### config.mk
export PLATFORM = sky130hd
export DESIGN_NAME = cordic_iter_engine
export DESIGN_NICKNAME = d
export VERILOG_FILES = /design/src/rtl/cordic_iter_engine.sv
export SDC_FILE = /design/constraint.sdc
export NUM_CORES = 1
export LEC_CHECK = 0
export BUFFER_PORTS_ARGS = -buffer_cell sky130_fd_sc_hd__buf_2
export CAP_MARGIN = 20
export CORE_MARGIN = 10
export CORE_UTILIZATION = 54
export CTS_CLUSTER_SIZE = 8
export DETAILED_ROUTE_END_ITERATION = 8
export GPL_TIMING_DRIVEN = 0
export PLACE_DENSITY = 0.79
export SYNTH_ARGS = -nofsm -noshare
export SYNTH_HDL_FRONTEND = slang
export SYNTH_SLANG_ARGS = --single-unit
### constraint.sdc
create_clock -name Clk -period 4.1 [get_ports Clk]
set_input_delay 0.205 -clock Clk [delete_from_list [all_inputs] [get_ports Clk]]
set_output_delay 0.205 -clock Clk [all_outputs]
set_load 0.03 [all_outputs]
### src/rtl/cordic_iter_engine.sv
// rtl/cordic_iter_engine.sv - iterative CORDIC core, one micro-rotation per clock
module cordic_iter_engine #(
  parameter int DATA_W = 16,
  parameter int ITERS  = 15
) (
  input  logic              Clk,
  input  logic              Reset,
  input  logic              Start,
  input  logic              Mode,
  input  logic [DATA_W-1:0] X_i,
  input  logic [DATA_W-1:0] Y_i,
  input  logic [15:0]       Z_i,
  output logic              Ready,
  output logic              Busy,
  output logic              Done,
  output logic [DATA_W-1:0] X_o,
  output logic [DATA_W-1:0] Y_o,
  output logic [15:0]       Z_o
);

  typedef enum logic [1:0] {
    S_IDLE,
    S_RUN,
    S_DONE
  } state_t;

  state_t            state_q;
  logic [3:0]        iter_q;
  logic              mode_q;
  logic              ready_q;
  logic              busy_q;
  logic              done_q;
  logic [DATA_W-1:0] x_q, y_q;
  logic [DATA_W-1:0] x_d, y_d;
  logic [DATA_W-1:0] x_sh, y_sh;
  logic [15:0]       z_q, z_d;
  logic [15:0]       atan_i;
  logic              d_pos;

  // atan(2^-i) in binary-angle units where 32768 = pi
  function automatic logic [15:0] atan_lut(input logic [3:0] i);
    case (i)
      4'd0:    atan_lut = 16'd8192;
      4'd1:    atan_lut = 16'd4836;
      4'd2:    atan_lut = 16'd2555;
      4'd3:    atan_lut = 16'd1297;
      4'd4:    atan_lut = 16'd651;
      4'd5:    atan_lut = 16'd326;
      4'd6:    atan_lut = 16'd163;
      4'd7:    atan_lut = 16'd81;
      4'd8:    atan_lut = 16'd41;
      4'd9:    atan_lut = 16'd20;
      4'd10:   atan_lut = 16'd10;
      4'd11:   atan_lut = 16'd5;
      4'd12:   atan_lut = 16'd3;
      4'd13:   atan_lut = 16'd1;
      4'd14:   atan_lut = 16'd1;
      default: atan_lut = 16'd0;
    endcase
  endfunction

  // One micro-rotation: pick direction, shift arithmetically, wrap-around add/sub
  always_comb begin
    x_sh   = $signed(x_q) >>> iter_q;
    y_sh   = $signed(y_q) >>> iter_q;
    atan_i = atan_lut(iter_q);
    d_pos  = mode_q ? y_q[DATA_W-1] : ~z_q[15];
    if (d_pos) begin
      x_d = x_q - y_sh;
      y_d = y_q + x_sh;
      z_d = z_q - atan_i;
    end else begin
      x_d = x_q + y_sh;
      y_d = y_q - x_sh;
      z_d = z_q + atan_i;
    end
  end

  // Control FSM with registered status flags and working registers
  always_ff @(posedge Clk) begin
    if (Reset) begin
      state_q <= S_IDLE;
      iter_q  <= 4'd0;
      mode_q  <= 1'b0;
      x_q     <= '0;
      y_q     <= '0;
      z_q     <= '0;
      ready_q <= 1'b1;
      busy_q  <= 1'b0;
      done_q  <= 1'b0;
    end else begin
      case (state_q)
        S_RUN: begin
          x_q    <= x_d;
          y_q    <= y_d;
          z_q    <= z_d;
          iter_q <= iter_q + 4'd1;
          if (iter_q == 4'(ITERS - 1)) begin
            state_q <= S_DONE;
            ready_q <= 1'b1;
            busy_q  <= 1'b0;
            done_q  <= 1'b1;
          end
        end
        default: begin
          // IDLE and DONE both accept a new operation
          done_q <= 1'b0;
          if (Start) begin
            state_q <= S_RUN;
            iter_q  <= 4'd0;
            mode_q  <= Mode;
            x_q     <= X_i;
            y_q     <= Y_i;
            z_q     <= Z_i;
            ready_q <= 1'b0;
            busy_q  <= 1'b1;
          end else begin
            state_q <= S_IDLE;
            ready_q <= 1'b1;
            busy_q  <= 1'b0;
          end
        end
      endcase
    end
  end

  assign Ready = ready_q;
  assign Busy  = busy_q;
  assign Done  = done_q;
  assign X_o   = x_q;
  assign Y_o   = y_q;
  assign Z_o   = z_q;

endmodule

# Word-level counts from Yosys, hierarchy flattened
# Memory sizes are Yosys's and may differ from the RTL's. A register that Yosys moved wholly into a read port is not among the register bits.
# Index checks and enable logic that the tools add are counted.
totals:
  ff_bits: 58
  romBits: 224
  output_inout_bits: 51
  memories: 1
mem_list:
  columns: ["memory", "words", "width", "read_ports", "rd_clocked_by_memory_dff", "wr", "line_no", "source"]
  rows:
  - ["(name not given)", 16, 14, 1, 1, 0, "42", "case (i)"]
classes:
  add_sub_neg: 7
  eq_ne: 3
  n_shift: 2
  n_mux: 23
  n_bitwise: 2
  reduce_logical: 3
ops:
  columns: ["cell", "count"]
  rows:
  - ["$mux W16", 9]
  - ["$add A16 B16 Y16", 3]
  - ["$sub A16 B16 Y16", 3]
  - ["$sshr A16 B4 Y16", 2]
  - ["$mux W4", 4]
  - ["$mux W1", 8]
  - ["$add A4 B1 Y4 const B", 1]
  - ["$eq A4 B4 Y1 const B", 1]
  - ["$mux W2", 2]
  - ["$eq A2 B1 Y1 const B", 1]
  - ["$ne A2 B2 Y1 const B", 1]
  - ["$not A1 Y1", 2]
  - ["$reduce_and A2 Y1", 1]
  - ["$reduce_bool A2 Y1", 1]
  - ["$reduce_or A2 Y1", 1]

# Longest topological paths before layout
# Gate-level depths: netlist of the first run.
depth:
  depth_word: 4
  depth_mapped: 20
  depth_no_buf: 17

# Worst setup path after synthesis of the first run
# Ideal clock, no wire load.
synth_timing:
  path_kind: "register to register"
  startpoint: "register iter_q[0]"
  endpoint: "register x_q[15] (netlist: X_o[15])"
  setup_time_ps: 115
  arrival_time_ps: 3991
  required_ps: 3985
  path_slack_ps: -6
  stages_incl_launch_ff: 17
  cell_sequence: "dfxtp_1 buf_6 buf_12 mux4_2 a22o_1 a21oi_1 ha_1 nand3_2 or4_4 o31ai_2 xnor2_1 ha_1 nand3_1 a211oi_1 nor3_1 or4_1 and3_1"
synth_via:
  elab_chain_cells: 4
  word_cells_on_any_way: 5
  classes_between: "add/sub (2); shift (1); mux (2)"
synth_rtl:
  columns: ["element", "line_no", "source"]
  rows:
  - ["start: declaration", "28", "logic [3:0] iter_q;"]
  - ["start signal: assignment", "97", "iter_q <= iter_q + 4'd1;"]
  - ["$sshr A16 B4 Y16 *", "65", "y_sh = $signed(y_q) >>> iter_q;"]
  - ["$add A16 B16 Y16 / $sub A16 B16 Y16 (equally long branches)", "73, 69", null]
  - ["$mux W16 *", "68", "if (d_pos) begin"]
  - ["$mux W16 *", "92", "case (state_q)"]
  - ["end signal: assignment", "112", "x_q <= X_i;"]
  - ["end: declaration", "33", "logic [DATA_W-1:0] x_q, y_q;"]
# Mark *: on every way between the ends. The rest lies on a longest branch, timed or not.
# A chain may end at the register's enable or synchronous reset.

# Worst setup path after layout of the first run
layout_timing:
  startpoint: "register iter_q[0]"
  endpoint: "register x_q[14] (netlist: X_o[14])"
# Same word-level chain as after synthesis.

==> results summary, run 1 <==
Tracing the worst setup path back leads to its startpoint at iter_q[0]$_SDFFE_PP0N_. The xor/xnor share of the synthesized area came out at 8.55%. The gate count of the mapped netlist is 904. The critical path in this run is classified as reg -> reg. The placed wire-length estimate came out at 20700 microns.

The worst register-to-register path begins at iter_q[0]$_SDFFE_PP0N_. Entering global routing, the biggest net connects 13 pins. The signal arrival time at the worst endpoint is between 4000 and 5000 ps.

The die is 138 microns wide. In this design, the stage delay of the slowest critical-path cell is just over 500 ps. The multi-input combinational cell area came out at 6220 sq um. The CTS tree is built.

The number of global-route vias before repair is 7911. STA classifies the critical path endpoint as a flop. The CTS sink count is 71. The pre-antenna-repair detailed-routing pass consisted of 7 iterations. Yosys attributes the largest share of cell area to sky130_fd_sc_hd__dfxtp_1, sky130_fd_sc_hd__ha_1, sky130_fd_sc_hd__mux4_2.

For this block, the routed nets add up to approximately 30000 microns of wire. Setup repair after global routing could not meet its margin everywhere. The number of H-tree levels came out at 3.

After synthesis, the largest family of logic cells by area is compound AO/OA/AOI/OAI gates. The row count is 42. The share of synthesized cell area in and, or, nand and nor gates came out at a little under a fifth. The layout net count came out at 1191. The count of hold-fix buffers inserted at cts came out at 0. The first global-routing pass estimated 43400 microns of wire. The count of nets left with antenna violations after detail routing is 0.

The filler cell count is ~1000. In the final timing run, aggregate negative setup slack is -672 ps. The signal on the critical path passes through buf_8, buf_12, mux4_2, a22oi_1, o211a_1, buf_6, o2111a_2, and2_1, a21oi_1, xor2_1, ha_2, or2_2, a21oi_4, nor3_4, nor3_2, o31ai_1, xnor2_1, a221oi_1. Clock-pin slew was measured on the worst setup and hold paths at 60 ps. In the layout the commonest cells are sky130_fd_sc_hd__buf_2, sky130_fd_sc_hd__nand2_1, sky130_fd_sc_hd__nor2_1. At the pin with the least slew margin, the transition time is 1010 ps.

The clock root buffer is sky130_fd_sc_hd__clkbuf_16. The maximum fanout along the worst path is 7. The synthesized-area fraction occupied by ao, oa, aoi and oai cells is about a quarter. Summed over all layers, the global routing overflow is 0. The total routing usage reported by global routing is 29.3%. The number of remaining DRC errors came out at 0.

The static leakage power came out at 4.08 nW. The sequential cells in the finished layout cover a total of about 1400 sq um. In the routed layout, each cell is associated on average with a via count of 6.75. The library cell used most frequently in the layout, excluding fill and tap cells, is sky130_fd_sc_hd__buf_2. Pin placement for this block handled 103 I/O pins.

The worst slew margin relative to its limit is 32.6%. The synthesized area divided by synthesized cell count is 8.28 sq um. The worst hold-check path type is in -> reg. The routed wirelength normalized by instance count came out at ~24 microns.

The number of pins exceeding their max-slew limit in the final report is 0. The count of synthesis-stage warnings from yosys is 0. The async set-or-reset flop fraction in the synthesized netlist came out at 0%.

The area of the placeable core is around 13000 sq um. The area fraction of the dominant cell type after synthesis is 19.0%. Among all flip-flop cells after synthesis, the most frequent one is sky130_fd_sc_hd__dfxtp_1. The number of DRC markers after the initial detailed-route iteration came out at 1096. The clock passes through at most 2 buffers.

From synthesis to final layout, the design area changed by 28.1%. The tightest hold margin is between 100 and 150 ps. The number of diodes came out at 0.

The nature of the critical path startpoint is a flop. The tool flagged a number of max-cap violations equal to 0. Synthesis inferred 71 register bits. The number of antenna violations at the first check in global routing is 0. The clock tree skew after final layout came out at 4.33 ps. Clock tree synthesis inserted a total of 9 buffers. The final period utilization came out at 104%.

sky130_fd_sc_hd__dfxtp_1 takes more of the synthesized area than any other cell. The minimum setup slack among reg-to-reg paths is -180 ps. The highest clock rate came out at 0.234 GHz. The synthesized design contains 0 enable-type register cells. The number of nets in the synthesized netlist is 1019. The starting utilization of the core area is 55.8%. Input and output buffers added on the ports amount to 101. On the critical path, the stage with the largest delay is an instance of sky130_fd_sc_hd__mux4_2. Measured along the y axis, the die boundary spans 138 microns. The hold violation total from the final report came out at 0. The source-to-sink clock delay at the later pin of the worst-skew pair came out at about 350 ps. The routed design could run at a clock period as short as 4280 ps. The area of the mapped netlist came out at 7480 sq um. The areal power density over the cells is 597 nW/um^2.

The final reports fail on setup timing. The adder-cell share of the synthesized area came out at between 10% and 20%. The sequential-to-total area share from yosys stat is between 10% and 20%. The run finished, with violations left. The total of endpoints with negative setup slack in the final report is 9.

The floorplan die area came out at roughly 19000 sq um. The total vias in the final route is 8478. The worst ir drop on vdd came out at around 0.28 mV.

The count of cell types in the netlist is 80. At the end of routability-driven placement, the weighted congestion stood at 1.02. In this run the most critical hold path is launched from Z_i[14].

Of the post-synthesis cell area, the part taken by muxes is between 10% and 20%. The post-layout worst setup margin came out at -180 ps. STA puts the critical path data required time at 4340 ps. The layout cell share with drive strength beyond 1 came out at 30.7%.
-- worst max-delay path, delay by kind of cell, from the launching register on --
| kind | cells | cell delay, ps |
|---|---|---|
| compound gates | 7 | 1350 |
| xor+xnor | 2 | 340 |
| fa+ha+maj | 1 | 330 |
| buf+inv | 3 | 410 |
| flops | 1 | 340 |
| mux | 1 | 510 |
| simple gates | 4 | 870 |
-- sequential cells by signal, summed over array words and instances, names as in the netlist --
register	cells
X_o	16
Z_o	16
atan_i	14
Y_o	16
Done	1
iter_q	4
state_q	2
mode_q	1
Ready	1
-- through the flow --
stage	setup WS (ps)	instances	cell area, sq um	power, mW	util, %
after floorplan	6.11	904	7490	3.19	-
after global placement	-842	1181	8210	3.86	61.3
after detailed placement	-920	1181	8210	3.89	61.3
after CTS	-31.5	1225	9010	5.10	67.2
after global routing	-265	1256	9580	6.00	71.5
final	-180	1256	9580	5.72	71.5
-- final timing paths --
| path | cells after the start | end |
|---|---|---|
| setup / recovery | 18 | X_o[14]$_SDFFE_PP0N_ |
| hold / removal | 3 | Z_o[14]$_SDFFE_PP0N_ |
| hold reg to reg | 2 | Ready$_SDFFE_PP1P_ |
| setup reg to reg | 18 | X_o[14]$_SDFFE_PP0N_ |
-- cells in the mapped netlist (6+ instances only) --
master                     count
sky130_fd_sc_hd__ha_1         60
sky130_fd_sc_hd__mux4_2       29
sky130_fd_sc_hd__mux2i_1      32
sky130_fd_sc_hd__nor2b_1      14
sky130_fd_sc_hd__o21ai_0      35
sky130_fd_sc_hd__a21oi_1      70
sky130_fd_sc_hd__or2_2         6
sky130_fd_sc_hd__o21a_1       14
sky130_fd_sc_hd__or3_1        13
sky130_fd_sc_hd__o31ai_1       8
sky130_fd_sc_hd__o21ai_1       6
sky130_fd_sc_hd__clkbuf_1     39
sky130_fd_sc_hd__xor2_1       42
sky130_fd_sc_hd__a211oi_1     44
sky130_fd_sc_hd__dfxtp_1      71
sky130_fd_sc_hd__nand3_1      16
sky130_fd_sc_hd__xnor2_1      31
sky130_fd_sc_hd__a31oi_1      16
sky130_fd_sc_hd__a22oi_1       7
sky130_fd_sc_hd__inv_1        17
sky130_fd_sc_hd__nand2_1      84
sky130_fd_sc_hd__o211ai_1      9
sky130_fd_sc_hd__buf_1         6
sky130_fd_sc_hd__nor2_1       79
sky130_fd_sc_hd__nor3_1       24
sky130_fd_sc_hd__a21o_1       16
sky130_fd_sc_hd__nand2b_1     11
sky130_fd_sc_hd__a221oi_1      7
-- timing repair --
item                       4_1_cts  5_1_grt
resized for setup               73       82
setup buffers                   30       31
pin swaps                       30       65
cloned                           0        0
setup endpoints to repair       25       19
-- final cells by class --
| cell class | instances | area share [%] |
|---|---|---|
| timing repair buffer | 162 | 10.4 |
| buffer | 54 | 3.17 |
| sequential | 71 | 14.9 |
| multi-input combinational | 759 | 64.9 |
| tap | 176 | 2.30 |
| clock inverter | 5 | 1.11 |
| inverter | 19 | 0.744 |
| clock buffer | 10 | 2.49 |
-- routing by layer --
| metal | GRT usage [%] | part of all wire (%) | vias to the layer above |
|---|---|---|---|
| li1 | - | - | 3741 |
| met1 | 36.7 | 37 | 3986 |
| met2 | 46.4 | 45 | 606 |
| met3 | 6.70 | 12 | 145 |
| met4 | 15.0 | 5.9 | 0 |
| met5 | 0 | 0 | - |
-- logic make-up after synthesis --
family | count (synthesis)
xor+xnor | 73
mux | 67
compound gates | 274
buf+inv | 74
fa+ha+maj | 63
flops | 71
simple gates | 282
-- report_power, final --
part / total [mW] / internal, mW / leakage (nW) / switching [mW]
clock network: 0.932 / 0.609 / 0.165 / 0.323
logic: 3.76 / 1.66 / 3.32 / 2.11
registers: 1.02 / 0.795 / 0.588 / 0.225
Power figures use the tool's default switching activity.
==> inputs of run 2 (changes only) <==
--- a/config.mk
+++ b/config.mk
@@ -8,11 +8,12 @@
 export BUFFER_PORTS_ARGS = -buffer_cell sky130_fd_sc_hd__buf_2
 export CAP_MARGIN = 20
 export CORE_MARGIN = 10
-export CORE_UTILIZATION = 54
+export CORE_UTILIZATION = 55
+export CTS_BUF_LIST = sky130_fd_sc_hd__clkbuf_8
 export CTS_CLUSTER_SIZE = 8
 export DETAILED_ROUTE_END_ITERATION = 8
 export GPL_TIMING_DRIVEN = 0
-export PLACE_DENSITY = 0.79
+export PLACE_DENSITY = 0.8
 export SYNTH_ARGS = -nofsm -noshare
 export SYNTH_HDL_FRONTEND = slang
 export SYNTH_SLANG_ARGS = --single-unit
==> run 2 against run 1 <==
Effect of this change: the run still ends with setup timing left; clock-buffer cell count is the same; via count shrank 1.1%; hold slack lost 31 ps; sequential power is essentially flat; fmax grew 0.82%; register-to-register slack gained 30 ps; clock power shrank 36%; flip-flop and latch count is the same; utilization shrank 1.4 points; largest cell class unchanged.
==> results summary, run 2 (synthesized netlist as in run 1, its figures left out) <==
The reg-to-reg critical path startpoint is iter_q[0]$_SDFFE_PP0N_. Setup repair after global routing could not meet its margin everywhere. The tightest hold margin is 89.9 ps.

The share of total power in combinational logic came out at 69.4%. Entering global routing, the biggest net connects 13 pins. The total routing usage reported by global routing is 30.3%.

The overall routed net length came out at 29400 microns. The required time reported for the critical path endpoint came out at 4380 ps. The pin slew with the least headroom to its limit is 993 ps. TritonCTS built the clock tree. Relative to the synthesized area, the layout overhead comes to 24.6%. STA classifies the critical path endpoint as a flop. The number of DRC markers after the initial detailed-route iteration is between 1000 and 1500. The worst slew margin relative to its limit is 33.8%. The row count is 42. The total vias in the final route came out at 8386.

The filler cell count is 1082. Registers are responsible for 19.2% of the overall power. The starting utilization of the core area came out at between 50 and 60%.

The number of remaining DRC errors is 0. The total overflow left after global routing is 0. The count of nets left with antenna violations once routing finished came out at 0. The worst ir drop on vdd came out at 0.362 mV. The library cells used most frequently in the layout, excluding fill and tap cells, are sky130_fd_sc_hd__buf_2, sky130_fd_sc_hd__nand2_1, sky130_fd_sc_hd__nor2_1.

After legalization and detailed placement, the total HPWL measured 21200 microns. In this run the worst hold path is classified as in -> reg. The most common cell after layout, fill and taps aside is sky130_fd_sc_hd__buf_2. The total of endpoints with negative setup slack in the final report is 7. The clock tree skew after final layout came out at 12.4 ps. The post-layout minimum cycle time came out at 4250 ps.

The multi-input combinational cells in the finished layout cover a total of 6180 sq um. The vertical die dimension is 137 microns. The number of diodes came out at 0.

Power spread over the standard cell area amounts to 565 nW/um^2. The detailed-route vias per instance is around 6.7. The max-cap violation count is 0. The hold violation total from the final report came out at 0. The layout net count came out at 1181. Tracing the worst setup path back leads to its startpoint at iter_q[0]$_SDFFE_PP0N_. The signal arrival time at the worst endpoint came out at 4520 ps.

The CTS buffer count is 9. The portion of total power attributed to the clock network is roughly 11%. For this design the static power due to leakage is roughly 3.9 nW. The highest clock rate came out at 0.236 GHz.

Counting along the longest clock path gives a buffer depth of 2. The area of the placeable core came out at 13300 sq um. The area of placed instances is 8210 sq um.

The origin of the worst min-delay path is X_i[14]. The number of global-route vias before repair came out at 8110. The first TritonRoute pass finished after 8 iterations. The routed wirelength normalized by instance count is 23.6 microns.

The clock root buffer is sky130_fd_sc_hd__clkbuf_8. The number of antenna violations at the first check in global routing came out at 0. The analysis attributes to net switching a power of approximately 2.6 mW.

The total non-filler cell area in the finished layout is 9320 sq um. In this run the worst path has a maximum fanout of 8. The internal portion of total power is 2.68 mW. The number of input and output port buffers inserted came out at between 100 and 150.

The first global-routing pass estimated about 44000 microns of wire. The source-to-sink clock delay at the later pin of the worst-skew pair is 380 ps. The boundary pin count came out at a little over 100.

The final RePlAce weighted congestion is 1.01. The sequential cell area came out at 1430 sq um. The post-layout worst setup margin came out at -145 ps. The checks that failed: setup timing.

The clock input transition at the sequential cells of the worst setup and hold paths came out at roughly 90 ps. The die covers 18700 sq um. The number of pins exceeding their max-slew limit in the final report is 0. The number of H-tree levels came out at 3. In the finished design, the share of the clock period the worst path needs comes to 104%. The worst setup path is launched from a flop. The CTS sink count came out at 71. The die boundary width came out at 137 microns. The flow ran to the end, but the final reports show violations. The layout cell share with drive strength beyond 1 is approximately 30%. The fraction of power spent switching nets came out at 49.0%. The category of the most critical setup path is reg -> reg.
-- run 2: per-stage QoR --
stage               cells  power, mW  TNS (ps)  utilization (%)  setup WS [ps]
floorplan             904       3.19         0                -           6.11
global placement     1181       3.87    -12570             61.8           -938
detailed placement   1181       3.91    -11800             61.8           -951
CTS                  1222       4.81      -160             67.0          -53.6
global route         1246       5.55     -1840             70.1           -273
finish               1246       5.27      -609             70.1           -145
-- run 2: layer usage --
layer  track usage [%]  vias to the layer above  share of wire [%]
li1                  -                     3717                  -
met3              5.46                      145                 11
met1              38.4                     3955                 38
met4              16.2                        0                5.7
met2              47.7                      569                 46
met5                 0                        -                  0
-- run 2: final timing paths --
path | to | slack, ps | cells past startpoint
max | X_o[15]$_SDFFE_PP0N_ | -150 | 18
min | X_o[14]$_SDFFE_PP0N_ | 90 | 3
max reg2reg | X_o[15]$_SDFFE_PP0N_ | -150 | 18
min reg2reg | Ready$_SDFFE_PP1P_ | 490 | 2
-- run 2: timing repair --
| action | 4_1_cts | 5_1_grt |
|---|---|---|
| gates cloned | 0 | 0 |
| resized for setup | 82 | 58 |
| hold endpoints to repair | 0 | 0 |
| hold buffers | 0 | 0 |
| endpoints found under the setup margin | 26 | 19 |
| setup buffers | 27 | 24 |
| pin swaps | 33 | 51 |
-- run 2: power groups by stage --
stage                     logic (mW)  clock network (mW)  registers [mW]
final                           3.66               0.597            1.01
after global routing            3.90               0.624            1.02
after CTS                       3.23               0.593           0.990
after detailed placement        2.90                   0            1.01
after global placement          2.87                   0            1.00
after floorplan                 2.08                   0            1.10
-- run 2: critical path, cell delays in order, from the launching register on --
cell and delay (ps):
sky130_fd_sc_hd__dfxtp_2 360, sky130_fd_sc_hd__buf_12 140, sky130_fd_sc_hd__buf_12 140, sky130_fd_sc_hd__mux4_2 510
sky130_fd_sc_hd__a22o_1 280, sky130_fd_sc_hd__a21oi_2 190, sky130_fd_sc_hd__buf_4 150, sky130_fd_sc_hd__o2111a_2 200
sky130_fd_sc_hd__buf_4 120, sky130_fd_sc_hd__nand2_1 40, sky130_fd_sc_hd__o21ai_0 220, sky130_fd_sc_hd__xnor2_1 110
sky130_fd_sc_hd__ha_1 410, sky130_fd_sc_hd__a21oi_1 130, sky130_fd_sc_hd__nor3b_4 180, sky130_fd_sc_hd__a211oi_2 250
sky130_fd_sc_hd__nor3_2 70, sky130_fd_sc_hd__or4_1 460, sky130_fd_sc_hd__and3_1 160
-- run 2: final cells by class --
type	count	share of cell area, %
buffer	54	3.27
clock buffer	10	1.48
clock inverter	5	0.631
inverter	19	0.765
multi-input combinational	759	66.3
sequential	71	15.3
tap	176	2.36
timing repair buffer	152	9.92
